$ cat src/rtl/lsu_pkg.sv
// Shared types and helpers for the load/store unit.
// Big-endian lane numbering: byte offset 0 is the MSB lane.
package lsu_pkg;

  localparam logic [2:0] F3_B  = 3'b000;
  localparam logic [2:0] F3_H  = 3'b001;
  localparam logic [2:0] F3_W  = 3'b010;
  localparam logic [2:0] F3_BU = 3'b100;
  localparam logic [2:0] F3_HU = 3'b101;

  typedef enum logic [2:0] {
    S_IDLE,
    S_RD,
    S_EXT,
    S_MERGE,
    S_WR,
    S_RESP
  } state_t;

  // Right-shift that brings the addressed byte lane down to [7:0].
  function automatic logic [4:0] lane_shift(input logic [1:0] off);
    return {~off, 3'b000};
  endfunction

endpackage

$ cat src/rtl/load_store_unit_byte_lane.sv
// Lane extraction/extension for loads and lane merge for stores.
// Purely combinational.
module lsu_byte_lane
  import lsu_pkg::*;
(
  input  logic [1:0]  off,
  input  logic [2:0]  funct3,
  input  logic [31:0] word,
  input  logic [31:0] wdata,
  output logic [31:0] ldata,
  output logic [31:0] sdata
);

  logic [4:0]  bsh;
  logic [4:0]  hsh;
  logic [7:0]  b;
  logic [15:0] h;

  // A halfword at offset 0 shares its low byte with offset 1.
  assign bsh = lane_shift(off);
  assign hsh = lane_shift({off[1], 1'b1});
  assign b   = 8'(word >> bsh);
  assign h   = 16'(word >> hsh);

  always_comb begin
    ldata = word;
    sdata = wdata;
    unique case (funct3)
      F3_B: begin
        ldata = {{24{b[7]}}, b};
        sdata = (word & ~(32'h0000_00ff << bsh))
              | ({24'h0, wdata[7:0]} << bsh);
      end
      F3_H: begin
        ldata = {{16{h[15]}}, h};
        sdata = (word & ~(32'h0000_ffff << hsh))
              | ({16'h0, wdata[15:0]} << hsh);
      end
      F3_BU: ldata = {24'h0, b};
      F3_HU: ldata = {16'h0, h};
      default: ;
    endcase
  end

endmodule

$ cat src/rtl/load_store_unit.sv
// RV32I load/store unit in front of a word-wide registered memory.
// Sub-word stores are read-modify-write.
module load_store_unit
  import lsu_pkg::*;
#(
  parameter int AW = 32,
  parameter int DW = 32
) (
  input  logic          clk,
  input  logic          rst,
  input  logic          req_valid,
  output logic          req_ready,
  input  logic          req_write,
  input  logic [2:0]    req_funct3,
  input  logic [AW-1:0] req_addr,
  input  logic [DW-1:0] req_wdata,
  output logic          resp_valid,
  output logic [DW-1:0] resp_rdata,
  output logic          resp_err,
  output logic [AW-1:0] mem_address,
  output logic          mem_read,
  output logic          mem_write,
  output logic [DW-1:0] mem_wdata,
  input  logic [DW-1:0] mem_rdata
);

  state_t        state;
  state_t        state_n;
  logic          wr_q;
  logic [2:0]    f3_q;
  logic [1:0]    off_q;
  logic [DW-1:0] wdata_q;
  logic          accept;
  logic          req_err;
  logic [DW-1:0] ld_word;
  logic [DW-1:0] st_word;

  assign req_ready  = (state == S_IDLE) & ~rst;
  assign accept     = req_valid & req_ready;
  assign mem_read   = (state == S_RD) & ~rst;
  assign mem_write  = (state == S_WR) & ~rst;
  assign resp_valid = (state == S_RESP) & ~rst;

  always_comb begin
    req_err = 1'b0;
    unique case (req_funct3)
      F3_B:    req_err = 1'b0;
      F3_H:    req_err = req_addr[0];
      F3_W:    req_err = |req_addr[1:0];
      F3_BU:   req_err = req_write;
      F3_HU:   req_err = req_write | req_addr[0];
      default: req_err = 1'b1;
    endcase
  end

  always_comb begin
    state_n = state;
    unique case (state)
      S_IDLE: begin
        if (accept) begin
          if (req_err)
            state_n = S_RESP;
          else if (req_write && req_funct3 == F3_W)
            state_n = S_WR;
          else
            state_n = S_RD;
        end
      end
      S_RD:    state_n = wr_q ? S_MERGE : S_EXT;
      S_EXT:   state_n = S_RESP;
      S_MERGE: state_n = S_WR;
      S_WR:    state_n = S_RESP;
      S_RESP:  state_n = S_IDLE;
      default: state_n = S_IDLE;
    endcase
  end

  always_ff @(posedge clk) begin
    if (rst) begin
      state       <= S_IDLE;
      wr_q        <= 1'b0;
      f3_q        <= '0;
      off_q       <= '0;
      wdata_q     <= '0;
      mem_address <= '0;
      mem_wdata   <= '0;
      resp_rdata  <= '0;
      resp_err    <= 1'b0;
    end else begin
      state <= state_n;
      if (accept) begin
        wr_q        <= req_write;
        f3_q        <= req_funct3;
        off_q       <= req_addr[1:0];
        wdata_q     <= req_wdata;
        mem_address <= {req_addr[AW-1:2], 2'b00};
        mem_wdata   <= req_wdata;
        resp_rdata  <= '0;
        resp_err    <= req_err;
      end
      if (state == S_EXT)
        resp_rdata <= ld_word;
      if (state == S_MERGE)
        mem_wdata <= st_word;
    end
  end

  lsu_byte_lane u_lane (
    .off    (off_q),
    .funct3 (f3_q),
    .word   (mem_rdata),
    .wdata  (wdata_q),
    .ldata  (ld_word),
    .sdata  (st_word)
  );

endmodule

$ cat config.mk
export PLATFORM = sky130hd
export DESIGN_NAME = load_store_unit
export DESIGN_NICKNAME = d
export VERILOG_FILES = /design/src/rtl/lsu_pkg.sv /design/src/rtl/load_store_unit_byte_lane.sv /design/src/rtl/load_store_unit.sv
export SDC_FILE = /design/constraint.sdc
export NUM_CORES = 1
export LEC_CHECK = 0
export BUFFER_PORTS_ARGS = -buffer_cell sky130_fd_sc_hd__buf_2
export CORE_ASPECT_RATIO = 0.7
export CORE_MARGIN = 3
export CORE_UTILIZATION = 35
export CTS_CLUSTER_SIZE = 28
export DETAILED_ROUTE_END_ITERATION = 12
export PLACE_DENSITY = 0.59
export SYNTH_ARGS = -nofsm -noshare
export SYNTH_HDL_FRONTEND = slang
export SYNTH_SLANG_ARGS = --single-unit
$ cat constraint.sdc
create_clock -name clk -period 5.1 [get_ports clk]
set_input_delay 1.275 -clock clk [delete_from_list [all_inputs] [get_ports clk]]
set_output_delay 1.275 -clock clk [all_outputs]
set_load 0.03 [all_outputs]
==> results of run 1 <==
state kept, by name, summed over array words and instances, names as in the netlist:
name,flops
mem_address,30
mem_wdata,32
f3_q,3
off_q,2
wr_q,1
resp_err,1
resp_rdata,32
wdata_q,32
state,3
worst max-delay path, cell delays in order:
cell and delay, ps:
buf_2 280, nor4_4 340, buf_2 270
worst max path at each step:
| stage | depth (start not counted) | from | end | slack, ps |
|---|---|---|---|---|
| 6_report | 3 | rst | req_ready | 1660 |
| 2_1_floorplan | 3 | rst | mem_write | 1140 |
| 3_5_place_dp | 6 | rst | mem_address[22]$_SDFFE_PP0P_ | 1610 |
| 5_1_grt | 3 | rst | req_ready | 1550 |
| 3_3_place_gp | 3 | rst | req_ready | 1640 |
| 4_1_cts | 3 | rst | req_ready | 1630 |
metal layers:
layer / GRT usage / vias to the layer above
li1: - / 3065
met1: 0.3135 / 2906
met2: 0.2765 / 216
met3: 0.05176 / 20
met4: 0.05008 / 0
met5: 0 / -
synth_stat cells, drive strengths merged (2+ instances only):
cell type | number | area [sq um]
a211o | 15 | 131.4
a211oi | 8 | 60.06
a21o | 8 | 60.06
a21oi | 51 | 259.0
a221o | 16 | 160.2
a22oi | 16 | 120.1
a31oi | 33 | 206.5
and2 | 2 | 12.51
and3b | 2 | 17.52
and4 | 8 | 70.07
buf | 34 | 193.9
clkbuf | 42 | 158.9
dfxtp | 136 | 2723
inv | 2 | 7.510
mux2 | 8 | 90.09
mux2i | 17 | 170.2
nand2 | 173 | 649.4
nand3b | 36 | 270.3
nor2 | 19 | 71.32
nor2b | 8 | 50.05
nor3 | 11 | 55.05
nor3b | 16 | 125.1
nor4 | 5 | 46.29
nor4b | 2 | 32.53
o211ai | 10 | 75.07
o21a | 9 | 67.56
o21ai | 32 | 160.2
o22ai | 8 | 50.05
o2bb2ai | 16 | 140.1
o311ai | 8 | 70.07
or2 | 2 | 12.51
metrics by stage:
stage          std cells  instance area [sq um]  utilization  power [mW]
3_3_place_gp        1128                   7430       0.4241       1.887
6_report            1159                   8053       0.4597       3.186
5_1_grt             1159                   8053       0.4597       3.335
4_1_cts             1159                   8053       0.4597       3.210
2_1_floorplan        762                   6397            -       1.679
3_5_place_dp        1128                   7430       0.4241       1.889
cell families (layout without fill, tap and decap cells):
family / after synthesis / in the layout / share of synthesized area
AO/OA/AOI/OAI: 234 / 234 / 0.2495
buffers and inverters: 78 / 244 / 0.05636
flip-flops: 136 / 136 / 0.4258
multiplexers: 26 / 26 / 0.04423
other: 1 / 2 / 0.0005865
AND/OR/NAND/NOR: 286 / 286 / 0.2235
area by class of cell:
type / instances / area, sq um / share of cell area
repair buffers: 211 / 1081 / 0.1342
clock inverters: 14 / 197.7 / 0.02455
well taps: 231 / 289.0 / 0.03589
clock buffers: 17 / 425.4 / 0.05283
inverters: 2 / 7.507 / 0.0009323
multi-input cells: 548 / 3328 / 0.4133
flip-flops and latches: 136 / 2724 / 0.3383
where the power goes:
group / total [mW] / leakage [nW] / internal (mW) / switching [mW]
combinational: 0.652 / 2.07 / 0.226 / 0.426
sequential: 1.22 / 1.11 / 1.14 / 0.0790
clock: 1.31 / 0.288 / 0.820 / 0.495
total: 3.19 / 3.46 / 2.19 / 1.00
==> results.txt, run 1 <==
* Worst IR Drop VDD: 0.0001992 V
- Timing would allow up to 0.2904 GHz.
- Most used cells in the layout excluding fill and tap cells: buf_2 (201), nand2_1 (172), dfxtp_1 (135)
- Root buf cell: clkbuf_16
* Layout-stage area growth over the synthesis result: 25.95%
- Least-Margin Pin Slew: 1033 ps
* Count of flip-flops with a built-in enable after synthesis: 0
- For this block, wires on met1 add up to 10.09 mm.
* Class of the tightest hold or removal check: flop to flop
* Layout cell share with drive strength beyond 1: 0.2823
- Initial cell density of the core: 0.3650
- Met3 wire length: 1.792 mm
- Setup slack closes at 1656 ps.
- Total Nets Final: 1,019
- Sum of routed wire length over all layers: 20.65 mm
- The count of nets left with antenna violations once routing finished came out at 0.
- The count of final max-slew check failures came to 0.
- The clock arrives with 11.96 ps of skew.
- # setup viols final: 0
- For this run, the register share of the synthesized area comes to 0.4258.
- Top-Level Pins: 204
- Summed over all failing endpoints, the final setup total negative slack is 0 ps.
* Critical path launch point type: input pin
* Most common flop cell mapped by yosys: dfxtp_1
* Final min period: 3444 ps
- The average instance in the mapped netlist occupies 8.402 sq um.
- IO buf count: 201
- Number of stages on the worst hold path: 2
- The critical path in this run is classified as input pin to output port.
- Run status: finished clean
- Distinct cell type count after synthesis: 48
* Yosys warns: 0
* Worst-case clock buffer depth: 2
* Total standard cell area after synthesis: 6394 sq um
- Share of synthesized registers carrying an async set or reset: 0
- Synthesis handed over a netlist of 761 instances.
- Worst setup slack before clock tree synthesis: 1606 ps
- Half-perimeter wire length after detailed placement: 14.55 mm
* Initial antenna violation count: 0
- Worst min-delay path startpoint: wdata_q[19]$_SDFFE_PP0P_
- Data on the critical path is required at its endpoint by 3830 ps.
- TritonCTS clock tree: yes
- Hold Path Sink: wdata_q[19]$_SDFFE_PP0P_
- Maximum level of the CTS H-tree: 4
- For this design the ratio of total power to cell area is 395.7 nW/um^2.
* Antenna diode count: 0
- Area enclosed by the die boundary: 19,950 sq um
- Weighted congestion reported at the end of routability-driven placement: 0.7944
- The library cell used most frequently in the layout, excluding fill and tap cells, is buf_2.
* Ratio of final minimum period to clock period: 0.6753
* Number of cell rows: 40
- Entering global routing, the biggest net connects 77 pins.
* #FFs+latches synth: 136
* Cells on worst reg2reg path: 4
* CP Data Arrival Time: 2170 ps
* CTS Sinks: 136
- Using the TritonRoute via totals, the vias-per-cell ratio works out to 5.355.
- Layout filler cell count: 1,789
* Clock buffer count from CTS: 17
- The detailed router finished its first iteration with 617 violations.
- Wire segments on met2 add up to 8.553 mm in the final route.
- GRT Total Usage: 0.2025
- Top layer in use: met4
- The clock reaches the later pin of the worst-skew pair after 420 ps.
* Wire length per cell after detailed routing: 17.82 um
- In this run the post-CTS setup repair buffer count came out at 0.
- Maximum fanout along the worst path: 36
- The analysis attributes to cell leakage a power of 3.462 nW.
- Number of resized instances in the post-cts repair step: 0
- Die width: 167.5 um
* Final Hold Fails: 0
- Vias in the first global route: 5,723
- Internal reg-to-reg setup slack: 2480 ps
* Tightest slew margin relative to the limit: 0.3090
- On the final layout, the worst hold slack is 449.2 ps.
- For this run the aggregate overflow at the end of global routing stands at 0.
* DRC viols: 0
* Wire length of the first global-routing pass: 32.35 mm
- Setup repair after global routing left no endpoint under its margin.
- Reg-to-reg startpoint: f3_q[0]$_SDFFE_PP0P_
* Clock transition at the registers of the reported paths: 60 ps
- Die span in y: 119.1 um
* Detailed-routing iteration count for the pre-antenna-repair pass: 5
* Area of the core: 17,520 sq um
- The routed layout has 6,207 vias.
- Max-cap violation count: 0
- Worst R2R End: resp_rdata[30]$_SDFFE_PP0P_
- After clock tree synthesis, the flow added hold-fix buffers numbering 0.
- Type of destination of the critical path: output port
No activity file was read; power rests on OpenSTA's default activity.
==> inputs of run 2 (changes only) <==
Settings changed: ABC_AREA set to 1, PLACE_DENSITY 0.59 to 0.6.
Clock period 5.1 ns to 3 ns, I/O delays scaled along.
==> run 2 against run 1 <==
Net effect: final cell count up 33%; flip-flop and latch count unchanged; via count up 24%; clock power up 73%; utilization down 0.79 points; hold slack better by 8.4 ps; sequential power up 92%; routed wire length up 18%; critical path type is now flop to flop.
==> results.txt, run 2 <==
- Yosys warns: 0
- After clock tree synthesis, the clock-pin slew on the worst setup and hold paths is 60 ps.
- The tool flagged a number of max-cap violations equal to 0.
- Fin. max-slew vios: 0
- Clock latency on the worst-skew pair, taken at its later pin, is 420 ps.
- Counting I/O delays and the setup requirement, the final critical path takes 2248 ps.
- For the pin with the worst max-slew slack, the measured transition is 1046 ps.
- Area enclosed by the die boundary: 21,890 sq um
- Req. time, crit path: 3330 ps
- The detailed router finished its first iteration with 732 violations.
- Antenna diode count: 0
- For this run the aggregate overflow at the end of global routing stands at 0.
- Maximum level of the CTS H-tree: 4
- Buffers inserted during clock tree synthesis total 17.
- Entering global routing, the biggest net connects 99 pins.
- Of the cells placed in the final design, the portion with a size suffix greater than 1 is 0.2050.
- For this configuration, the core starts out at a cell density of 0.3642.
- CTS hold repair buffers: 0
- CP Class: flop to flop
- In this run, synthesis inferred 0 flip-flops with an integrated enable.
* Synthesized netlist cell count: 1,107
- Most common flop cell mapped by yosys: dfxtp_1
- Most common cell after layout, fill and taps aside: nand2_1
- Sorting the synthesized cells by area gives the leading types as dfxtp_1 (39%), nand2_1 (20%), a21oi_1 (12%).
- The via count of the first global-routing pass was 6,979.
- The share of the Yosys chip area taken by registers is 0.3866.
- Counting every sink on the clock net gives 136.
* Run status: finished clean
* Most used cells in the layout excluding fill and tap cells: nand2_1 (370), buf_2 (201), a21oi_1 (168)
- Most instantiated library cell after synthesis: nand2_1
* Wire length of the first global-routing pass: 38.27 mm
- Worst IR Drop VDD: 0.0002971 V
- Finished Core Util: 0.4519
* Post-DRT Antenna Nets: 0
- Top-Level Pins: 204
* Number of cell rows: 42
- Total Nets Final: 1,369
- Number of resized instances in the post-cts repair step: 0
- Measured along the y axis, the die boundary spans 124.7 um.
- Along the worst path, the maximum fanout reaches 21.
* DRC viols: 0
- Area of the core: 19,340 sq um
- The design draws 7.228 mW.
- # setup viols final: 0
- The area fraction in compound gates after synthesis was 0.1970.
* Setup Fix Bufs, Post-CTS: 0
- The die is 175.6 um wide.
- After synthesis, the most frequently instantiated cells are nand2_1 (370), a21oi_1 (168), dfxtp_1 (136), nand3_1 (117), inv_1 (83).
- No sink is reached through more buffers than the 2 on the longest clock path.
- #FFs+latches synth: 136
- For this design the static power due to leakage is 4.107 nW.
- The root buffer cell chosen for the clock tree is clkbuf_16.
* Routed vias/inst: 5.005
- After the flow finishes, the layout carries non-filler instances totaling 1,542.
* Adder-Cell Fraction of Synth Area: 0
- Half-perimeter wire length after detailed placement: 17.92 mm
* Distinct cell type count after synthesis: 25
- Share of the synthesized area in the top cell type: 0.3866
- Wire length per cell after detailed routing: 15.77 um
* Sum of routed wire length over all layers: 24.32 mm
- Compared with the post-synthesis result, the final layout area differs by 24.07%.
* Tightest slew margin relative to the limit: 0.3024
- Max frequency: 0.4449 GHz
- Top flop regs: mem_wdata: 32 flops, resp_rdata: 32 flops, wdata_q: 32 flops
* Type of destination of the critical path: flop
- Of the total synthesized cell area, the portion taken by AND, OR, NAND and NOR gates is 0.3109.
- GRT Total Usage: 0.2168
- Total standard cell area after synthesis: 7043 sq um
- TritonCTS built the clock tree.
- Initial antenna violation count: 2
- The number of placed instances, taps included, is 1,511.
* Average size of a mapped cell: 6.362 sq um
- Counting flops with an async set or reset pin after synthesis yields a share of 0.
- Data on the critical path arrives at its endpoint at 2580 ps.
- Ratio of final minimum period to clock period: 0.7493
- In this run the tool buffered the top-level ports with 201 buffer cells.
* Final Hold Fails: 0
* Main combinational cell family by area after synthesis: simple AND/OR/NAND/NOR gates
- Post-route setup TNS: 0 ps
- RSZ-0062 raised after global routing: no
* Critical path launch point type: flop
- Class of the tightest hold or removal check: flop to flop
- Weighted congestion reported at the end of routability-driven placement: 0.9406
- Summed over all instances, the cell type with the most area after synthesis is dfxtp_1.
- Worst hold-check slack: 457.6 ps
* Xor/xnor share of the synthesized area: 0
- In this run the power density over the cells is 827.1 nW/um^2.
* Proportion of synthesized area in mux cells: 0
- Setup clock skew after layout: 10.92 ps
- The first detailed-routing pass took 5 iterations.
- The detailed router placed 7,718 vias in this run.
## run 2: cell types whose count changed after synthesis, sizes merged, moves of 33 or more
cell,previous run,this run
nand2,173,374
inv,2,88
nand3b,36,0
o21ai,32,93
a21oi,51,168
nand3,0,117
a31oi,33,0
## run 2: logic make-up after synthesis
kind of cell	count (synthesis)
buffers and inverters	166
AOI/OAI and AO/OA	272
DFF	136
and+or+nand+nor	532
other	1
## run 2: where the power goes
part           leakage [nW]  total (mW)  switching [mW]  internal (mW)
Sequential             1.11        2.34           0.220           2.12
Clock                 0.301        2.26           0.830           1.43
Combinational          2.70        2.63            1.91          0.725
## run 2: final timing paths
check	to	slack, ps	start	cells after the start
worst max-delay path	resp_rdata[22]$_SDFFE_PP0P_	750	off_q[0]$_SDFFE_PP0P_	8
worst min-delay path	resp_rdata[0]$_SDFFE_PP0P_	460	resp_rdata[0]$_SDFFE_PP0P_	2
worst max register to register	resp_rdata[22]$_SDFFE_PP0P_	750	off_q[0]$_SDFFE_PP0P_	8
worst min register to register	resp_rdata[0]$_SDFFE_PP0P_	460	resp_rdata[0]$_SDFFE_PP0P_	2
## run 2: cell type report
class / instances / area, sq um
fillers: 2152 / 10600
repair buffers: 215 / 1124
inverters: 90 / 339.1
well taps: 264 / 330.3
clock buffers: 19 / 452.9
clock inverters: 12 / 175.2
flip-flops and latches: 136 / 2723
multi-input cells: 806 / 3595
## run 2: worst max-delay path: stages (launching register included)
cell and delay, ps:
dfxtp_1 300, buf_4 200, inv_1 530, nand3_1 160, nand2_1 130, nand2_2 120, nand2_1 470, nand2_1 100
a21oi_1 150
## run 2: layer usage
layer	GRT usage	up-vias	wire length (um)
li1	-	3907	-
met1	0.3360	3474	12470
met2	0.2983	309	9584
met3	0.05606	24	2023
met4	0.04281	4	222
met5	0	-	23
## run 2: through the flow
stage	instance area [sq um]	setup slack, ps
floorplan	7047	308.1
global placement	8110	738.5
detailed placement	8110	705.5
CTS	8738	814.4
global route	8738	565.7
finish	8738	752.2
==> inputs of run 3 (changes only) <==
Clock period 3 ns to 1.9 ns, I/O delays scaled along.
==> run 3 against run 2 <==
Net effect: flip-flop and latch count stayed put; clock power is 45% higher; die area stayed put; power is 58% higher; via count is 2.4% higher; final cell count is 1.2% higher; largest cell class unchanged; final area is 2.2% higher; utilization is 0.99 points higher; routed wire length is 3.8% higher; clock skew is 2.0 ps lower; hold slack worse by 210 ps; first-iteration DRC count is 0.27% higher.
==> results.txt, run 3 (synthesized netlist as in run 2, its figures left out) <==
- The congestion estimate from routability-driven global placement came to 0.9759.
* Static leakage power: 4.196 nW
- # setup viols final: 0
- Class of the tightest hold or removal check: input pin to flop
* Finished Core Util: 0.4618
- Of all nets on the critical path, the largest fanout is 4.
* Final Hold Fails: 0
- Counting the fill cells in the layout gives 2,097.
- Type of destination of the critical path: output port
* Min setup slack post-route: 63.63 ps
- Area enclosed by the die boundary: 21,890 sq um
* IO buf count: 201
- Switching power: 4.677 mW
* Cell total after placement: 1,530
- GRT Total Usage: 0.2243
- Measured along the x axis, the die boundary spans 175.6 um.
- The H-tree was split into 4 levels.
- Run status: finished clean
- Row generation in the floorplan step produced 42 rows.
* Most used cells in the layout excluding fill and tap cells: nand2_1 (369), buf_2 (200), a21oi_1 (168)
- Final min period: 1836 ps
- Insertion delay of the later-clocked pin in the worst-skew pair: 420 ps
- Cell-internal power: 6.726 mW
- Worst setup slack before clock tree synthesis: 132.9 ps
- The first global-routing pass estimated 39.15 mm of wire.
* Clock buffer count from CTS: 17
- After routing the design area is 8930 sq um.
- Total Nets Final: 1,388
- For this configuration, the core starts out at a cell density of 0.3642.
* Tightest slew margin relative to the limit: 0.5950
* Vias: 7,903
* Critical path launch point type: flop
* Half-perimeter wire length after detailed placement: 18.85 mm
* Die span in y: 124.7 um
* Switching share of total power: 0.4101
- Ratio of final minimum period to clock period: 0.9665
- The repair_antennas step left the layout with diodes totalling 0.
- Total overflow reported by the global router: 0
- The share of total power dissipated in the clock network is 0.287.
- CTS saw 136 sinks.
- Cell with the largest stage delay on the worst path: dfxtp_1
- Clock transition at the registers of the reported paths: 60 ps
* Setup clock skew after layout: 8.893 ps
* Finished Layout Cells: 1,561
* Least-Margin Pin Slew: 605.3 ps
* Detailed-routing iteration count for the pre-antenna-repair pass: 6
- Area of the core: 19,340 sq um
- In the final timing run, aggregate negative setup slack is 0 ps.
* Top-Level Pins: 204
- For this block, the initial DRC count from the detailed router was 734.
* CP Data Arrival Time: 1360 ps
- Total design power: 11.40 mW
- In this run, post-CTS hold repair placed 0 buffers.
- Vias in the first global route: 7,018
- Entering global routing, the biggest net connects 99 pins.
- In this run the power density over the cells is 1277 nW/um^2.
- Once placement finished, the instance area stood at 8335 sq um.
* Worst IR Drop VDD: 0.0006292 V
* DRC viols: 0
- Post-DRT Antenna Nets: 0
- No sink is reached through more buffers than the 2 on the longest clock path.
- For this block, the routed nets add up to 25.24 mm of wire.
- The worst setup path is of the flop to output port kind.
- Most common cell after layout, fill and taps aside: nand2_1
- Worst hold-check slack: 247.9 ps
- Wire length per cell after detailed routing: 16.17 um
* RSZ-0062 raised after global routing: no
- Max frequency: 0.5446 GHz
- Max-cap violation count: 0
- Of the total power, registers draw 0.324.
- The signal on the critical path passes through inv_1 -> nand3_1 -> nor2_1 -> buf_2.
* TritonCTS clock tree: yes
- Layout cell share with drive strength beyond 1: 0.2182
* Routed vias/inst: 5.063
- The initial antenna violation count came to 1.
- Top flop regs: mem_wdata: 32 flops, resp_rdata: 32 flops, wdata_q: 32 flops
* Biggest cell delay along the critical path: 360 ps
- From synthesis to final layout, the design area changed by 26.79%.
- The cell sitting at the root of the clock tree is a clkbuf_16.
- Relative contribution of combinational cells to total power: 0.389
- Fin. max-slew vios: 0
- For the worst setup path, the data required time is 1420 ps.
[run 3: cell count changes in the layout (fill, tap and decap cells not counted), sizes merged]
cell      change
buf          +19
clkbuf        +5
bufinv        -2
clkinvlp      +1
inv           -1
clkinv        -3
[run 3: final cells by class]
type	count	area, sq um	area share
clock buffer	24	491.7	0.05507
sequential	136	2724	0.3050
inverter	90	342.8	0.03839
clock inverter	7	92.59	0.01037
tap	264	330.3	0.03699
multi-input combinational	806	3605	0.4037
timing repair buffer	234	1344	0.1505
[run 3: power groups by stage]
stage	registers [mW]	clock network [mW]	logic, mW
final	3.69	3.27	4.44
after global routing	3.75	3.47	4.89
after CTS	3.68	3.35	4.40
after detailed placement	3.74	0	4.39
after global placement	3.73	0	4.38
after floorplan	4.35	0	2.44
[run 3: critical path: cells and delay by family (launching register included)]
kind,cells,cell delay [ps]
DFF,1,360
and+or+nand+nor,2,260
buffers and inverters,2,330
[run 3: worst paths after layout]
| kind | start | end | slack, ps | cells after the start |
|---|---|---|---|---|
| worst max-delay path | state[1]$_SDFFE_PP0P_ | mem_read | 60 | 4 |
| worst min-delay path | req_addr[29] | mem_address[29]$_SDFFE_PP0P_ | 250 | 3 |
| worst max register to register | off_q[1]$_SDFFE_PP0P_ | mem_wdata[10]$_SDFFE_PP0P_ | 170 | 7 |
| worst min register to register | wr_q$_SDFFE_PP0P_ | wr_q$_SDFFE_PP0P_ | 460 | 2 |
[run 3: timing repair]
item                                   4_1_cts  5_1_grt
setup buffers                                0        0
gates resized for setup                      0        5
endpoints found under the hold margin        0        0
setup endpoints to repair                    0       25
[run 3: routing by layer]
layer | share of wire | GRT usage | vias up | routed length (um)
li1 | - | - | 3944 | -
met1 | 0.49 | 0.3483 | 3604 | 12430
met2 | 0.41 | 0.3072 | 332 | 10290
met3 | 0.089 | 0.05515 | 21 | 2246
met4 | 0.010 | 0.04933 | 2 | 257
met5 | 0.00048 | 0 | - | 12
